## src/rtl/dual_issue_sched.sv

```systemverilog
// Dual-pipe issue scheduler: per-register countdown scoreboard plus a FULL/HALF
// pair-splitting FSM between decode and register fetch.
module dual_issue_sched #(
  parameter int NUM_REGS = 128,
  parameter int ADDR_WD  = 7,
  parameter int LAT_WD   = 3,
  parameter int STALL_WD = 16
) (
  input  logic                clk_i,
  input  logic                rst_i,
  input  logic                flush_i,
  input  logic                pair_valid_i,
  output logic                pair_ready_o,
  input  logic                ep_first_i,
  input  logic                ep_vld_i,
  input  logic                op_vld_i,
  input  logic                ep_wr_i,
  input  logic                op_wr_i,
  input  logic [ADDR_WD-1:0]  ep_rt_i,
  input  logic [ADDR_WD-1:0]  ep_ra_i,
  input  logic [ADDR_WD-1:0]  ep_rb_i,
  input  logic [ADDR_WD-1:0]  ep_rc_i,
  input  logic [ADDR_WD-1:0]  op_rt_i,
  input  logic [ADDR_WD-1:0]  op_ra_i,
  input  logic [ADDR_WD-1:0]  op_rb_i,
  input  logic [ADDR_WD-1:0]  op_rc_i,
  input  logic [2:0]          ep_ruse_i,
  input  logic [2:0]          op_ruse_i,
  input  logic [LAT_WD-1:0]   ep_lat_i,
  input  logic [LAT_WD-1:0]   op_lat_i,
  output logic                issue_ep_vld_o,
  output logic                issue_op_vld_o,
  output logic [STALL_WD-1:0] stall_cnt_o
);

  typedef enum logic {S_FULL, S_HALF} state_t;

  state_t              state_q, state_d;
  logic [LAT_WD-1:0]   cnt_q [NUM_REGS];
  logic                issue_ep_q, issue_ep_d;
  logic                issue_op_q, issue_op_d;
  logic                ready_d;
  logic [STALL_WD-1:0] stall_q;

  // A count of 1 expires at this edge, so the producer is forwardable now;
  // this gives a consumer issue exactly lat cycles after its producer.
  function automatic logic src_ok(input logic use_b, input logic [LAT_WD-1:0] c);
    return !use_b || (c <= LAT_WD'(1));
  endfunction

  logic ep_rdy, op_rdy;
  assign ep_rdy = !ep_vld_i ||
                  (src_ok(ep_ruse_i[2], cnt_q[ep_ra_i]) &&
                   src_ok(ep_ruse_i[1], cnt_q[ep_rb_i]) &&
                   src_ok(ep_ruse_i[0], cnt_q[ep_rc_i]));
  assign op_rdy = !op_vld_i ||
                  (src_ok(op_ruse_i[2], cnt_q[op_ra_i]) &&
                   src_ok(op_ruse_i[1], cnt_q[op_rb_i]) &&
                   src_ok(op_ruse_i[0], cnt_q[op_rc_i]));

  logic               old_wr, yng_wr, old_rdy, yng_rdy, yng_reads, split;
  logic [ADDR_WD-1:0] old_rt, yng_rt, yng_ra, yng_rb, yng_rc;
  logic [2:0]         yng_ruse;

  assign old_wr   = ep_first_i ? ep_wr_i   : op_wr_i;
  assign old_rt   = ep_first_i ? ep_rt_i   : op_rt_i;
  assign old_rdy  = ep_first_i ? ep_rdy    : op_rdy;
  assign yng_wr   = ep_first_i ? op_wr_i   : ep_wr_i;
  assign yng_rt   = ep_first_i ? op_rt_i   : ep_rt_i;
  assign yng_ra   = ep_first_i ? op_ra_i   : ep_ra_i;
  assign yng_rb   = ep_first_i ? op_rb_i   : ep_rb_i;
  assign yng_rc   = ep_first_i ? op_rc_i   : ep_rc_i;
  assign yng_ruse = ep_first_i ? op_ruse_i : ep_ruse_i;
  assign yng_rdy  = ep_first_i ? op_rdy    : ep_rdy;

  assign yng_reads = (yng_ruse[2] && (yng_ra == old_rt)) ||
                     (yng_ruse[1] && (yng_rb == old_rt)) ||
                     (yng_ruse[0] && (yng_rc == old_rt));
  assign split = ep_vld_i && op_vld_i && old_wr &&
                 (yng_reads || (yng_wr && (yng_rt == old_rt)));

  always_comb begin
    state_d    = state_q;
    issue_ep_d = 1'b0;
    issue_op_d = 1'b0;
    ready_d    = 1'b0;
    if (flush_i) begin
      state_d = S_FULL;
    end else if (!rst_i && pair_valid_i) begin
      case (state_q)
        S_FULL: begin
          if (!split) begin
            if (ep_rdy && op_rdy) begin
              issue_ep_d = ep_vld_i;
              issue_op_d = op_vld_i;
              ready_d    = 1'b1;
            end
          end else if (old_rdy) begin
            issue_ep_d = ep_first_i;
            issue_op_d = !ep_first_i;
            state_d    = S_HALF;
          end
        end
        S_HALF: begin
          if (yng_rdy) begin
            issue_ep_d = !ep_first_i && ep_vld_i;
            issue_op_d = ep_first_i && op_vld_i;
            ready_d    = 1'b1;
            state_d    = S_FULL;
          end
        end
        default: state_d = S_FULL;
      endcase
    end
  end

  assign pair_ready_o = ready_d;

  always_ff @(posedge clk_i) begin
    if (rst_i) begin
      state_q    <= S_FULL;
      issue_ep_q <= 1'b0;
      issue_op_q <= 1'b0;
      stall_q    <= '0;
      for (int r = 0; r < NUM_REGS; r++) cnt_q[r] <= '0;
    end else begin
      state_q    <= state_d;
      issue_ep_q <= issue_ep_d;
      issue_op_q <= issue_op_d;
      if (pair_valid_i && !flush_i && !issue_ep_d && !issue_op_d && (stall_q != '1))
        stall_q <= stall_q + STALL_WD'(1);
      // Same-cycle dual issue never shares rt, so the ep/op priority is arbitrary.
      for (int r = 0; r < NUM_REGS; r++) begin
        if (flush_i)
          cnt_q[r] <= '0;
        else if (issue_ep_d && ep_wr_i && (ep_rt_i == ADDR_WD'(r)))
          cnt_q[r] <= ep_lat_i;
        else if (issue_op_d && op_wr_i && (op_rt_i == ADDR_WD'(r)))
          cnt_q[r] <= op_lat_i;
        else if (cnt_q[r] != '0)
          cnt_q[r] <= cnt_q[r] - LAT_WD'(1);
      end
    end
  end

  assign issue_ep_vld_o = issue_ep_q;
  assign issue_op_vld_o = issue_op_q;
  assign stall_cnt_o    = stall_q;

endmodule
```

## config.mk

```make
export PLATFORM = sky130hd
export DESIGN_NAME = dual_issue_sched
export DESIGN_NICKNAME = d
export VERILOG_FILES = /design/src/rtl/dual_issue_sched.sv
export SDC_FILE = /design/constraint.sdc
export NUM_CORES = 2
export LEC_CHECK = 0
export BUFFER_PORTS_ARGS = -buffer_cell sky130_fd_sc_hd__buf_2
export CAP_MARGIN = 20
export CORE_MARGIN = 5
export CORE_UTILIZATION = 45
export CTS_CLUSTER_SIZE = 20
export DETAILED_ROUTE_END_ITERATION = 8
export SYNTH_ARGS = -nofsm -noshare
export SYNTH_HDL_FRONTEND = slang
export SYNTH_SLANG_ARGS = --single-unit
```

## constraint.sdc

```tcl
create_clock -name clk_i -period 4.2 [get_ports clk_i]
set_input_delay 0.42 -clock clk_i [delete_from_list [all_inputs] [get_ports clk_i]]
set_output_delay 0.42 -clock clk_i [all_outputs]
set_load 0.05 [all_outputs]
```

==> summary.txt <==
Max Slew Vio Count: 0
DRC viols: 3
Slew Limit Headroom: 0.232
Post-route setup slack: -221 ps
Mapped cell area: 0.0388 mm^2
Global-route wire length before repair: 293000 um
Number of CTS-inserted buffers: 50
GRT Util Overall: 0.429
Routed WL: 208000 um
Starting Density: 0.455
Power per cell area: 565 mW/mm^2
Count of input and output buffers: 95
Clock Path Buffers: 3
Gate Count Post-Synth: 4272
Fill count: 7583
Syn nets: 4606
Gpl congestion: 1.12
Most used flip-flop cell after synthesis: edfxtp_1
Ports: 96
Max FO, Critical Path: 3
Post-synthesis sequential area ratio: 0.307
Critical path class: reg2out
Multi-input gate area: 0.0247 mm^2
Share of layout cells above drive strength 1: 0.304
Final worst-path cycle share: 1.05
Final setup fails: 373
Core Area: 0.0854 mm^2
Hold Vio Cnt, Final: 0
Initial antenna violation count: 13
Commonest non-fill, non-tap cell in the layout: buf_4
Failing checks: design-rule violations, negative setup slack
Dpl ws: -717 ps
Fraction of synthesis flops using an asynchronous set or reset pin: 0
Die area: 0.0923 mm^2
Hold Path Class: in2reg
Grt total ovfl: 0
Least-Margin Pin Slew: 1150 ps
Commonest cells after routing, fill and taps aside: 799 x buf_4, 427 x inv_1, 384 x edfxtp_1
Total clock sinks: 403
Die X: 304 um
First-pass detailed-route iteration total: 9
Fin cells: 6203
WL per Instance: 33.6 um
DRT iter0 DRCs: 6341
YS warnings: 0
Post-synth cell types: 96
DP HPWL: 158000 um
Fmax: 226 MHz
Worst Path Required: 3780 ps
DIE HEIGHT: 304 um
Fin nets: 5349
DRT antenna net count: 0
Clock slew at reported path FFs: 60 ps
RSZ-0062 raised after global routing: true
Outcome: complete, but fails checks
Top cell type's share of synthesized area: 0.297
Clock latency on the worst-skew pair: 620 ps
Vias per inst: 6.96
Crit path DAT: 4000 ps
Minimum clock period: 4420 ps
CP startpoint kind: flop
R2R Setup Slk: -190 ps
Vias in the first global route: 40900
CTS tree: done
# rows: 107
EDFF count, synth: 384
Register Area: 0.0119 mm^2
DR vias: 43100
Worst setup EP type: output pin
Final worst clock skew: 22.9 ps
Dpl cells: 6056
Root Driver: clkbuf_16
H-tree depth: 2
Synth Area per Inst: 9.09 um^2
Synth Register Bits: 403
Top post-synthesis cells by area: edfxtp_1 30%, mux4_2 9.2%, ha_1 8.3%, nor3_1 4.4%, mux2i_1 4.3%
Hold_buf cts: 0
Max_cap viols: 0
Leakage: 0.0201 uW
Yosys top cell by area: edfxtp_1
Max rail drop VDD: 0.391 mV
Area grow syn2layout: 31.5%
Largest net degree at the start of global routing: 93
-- cells by family after synthesis --
kind of cell | Yosys count | share of synthesized area
AO/OA/AOI/OAI | 992 | 0.193
XOR/XNOR | 42 | 0.00947
adder cells (fa/ha/maj) | 257 | 0.0828
buffers and inverters | 817 | 0.0861
flip-flops | 403 | 0.307
multiplexers | 345 | 0.140
AND/OR/NAND/NOR | 1416 | 0.181
-- final cells by class --
class | instances | share of cell area
multi-input combinational | 3052 | 0.483
sequential | 403 | 0.233
timing repair buffer | 1063 | 0.190
inverter | 445 | 0.0328
clock buffer | 70 | 0.0282
tap | 1144 | 0.0280
clock inverter | 21 | 0.00461
antenna | 5 | 0.000245
-- worst paths after layout --
| kind | start | endpoint | cells past startpoint |
|---|---|---|---|
| worst max-delay path | cnt_q[19][2]$_SDFFCE_PN0P_ | pair_ready_o | 14 |
| worst min-delay path | pair_valid_i | state_q$_SDFFE_PP0P_ | 4 |
| worst min register to register | stall_cnt_o[6]$_SDFFE_PP0P_ | stall_cnt_o[6]$_SDFFE_PP0P_ | 2 |
| worst max register to register | cnt_q[63][2]$_SDFFCE_PN0P_ | cnt_q[63][1]$_SDFFCE_PN0P_ | 17 |
-- stage by stage --
stage / total power (uW) / utilization / cell area (um^2) / hold WS (ps) / TNS (ps)
2_1_floorplan: 14800 / - / 38800 / 549 / 0
3_3_place_gp: 22900 / 0.558 / 47600 / 485 / -380290
3_5_place_dp: 23100 / 0.558 / 47600 / 490 / -324790
4_1_cts: 28000 / 0.594 / 50700 / 294 / -427
5_1_grt: 30000 / 0.598 / 51000 / 374 / -25210
6_report: 28800 / 0.598 / 51100 / 347 / -23320
-- routing by layer --
| metal | up-vias | wire, um | global-route usage |
|---|---|---|---|
| li1 | 18000 | - | - |
| met1 | 20600 | 73500 | 0.535 |
| met2 | 3542 | 84100 | 0.614 |
| met3 | 946 | 32000 | 0.166 |
| met4 | 10 | 18800 | 0.294 |
| met5 | - | 115 | 0 |
-- synth_stat cells (53+ instances only) --
| cell | instances |
|---|---|
| inv_1 | 429 |
| edfxtp_1 | 384 |
| nor3_1 | 338 |
| nor2_1 | 288 |
| nand2_1 | 261 |
| ha_1 | 257 |
| clkbuf_1 | 224 |
| o21ai_0 | 169 |
| mux2i_1 | 168 |
| mux4_2 | 158 |
| nand3_1 | 152 |
| nand4_1 | 108 |
| buf_2 | 95 |
| a21oi_1 | 91 |
| a32oi_1 | 90 |
| a22oi_1 | 68 |
| or3_1 | 68 |
| a211o_1 | 56 |
| a31oi_1 | 53 |
-- registers in the layout, indices dropped and copies added (netlist names) --
signal,cells
stall_cnt_o,16
cnt_q,384
state_q,1
issue_op_vld_o,1
issue_ep_vld_o,1
-- worst max-delay path: stages, from the launching register on --
cell and delay [ps]:
edfxtp_1 390, nor2_4 90, buf_6 120, buf_6 120
mux4_2 450, mux4_2 470, mux2i_1 200, nand4b_1 300
and4_4 300, nand3_4 120, nand2_2 70, mux2_4 280
a22oi_2 200, nor2_4 110, buf_12 160
-- what timing repair did --
action / 4_1_cts / 5_1_grt
endpoints found under the hold margin: 0 / 0
cloned: 14 / 0
setup endpoints to repair: 784 / 753
gates resized for setup: 196 / 90
pin swaps: 45 / 9
buffers inserted: 47 / 1
-- where the power goes --
part	internal (uW)	switching, uW	total (uW)	leakage (uW)
Combinational	7610	9480	17100	0.0148
Sequential	6300	906	7200	0.00456
Clock	2680	1860	4540	0.000818
No activity file was read; power rests on OpenSTA's default activity.
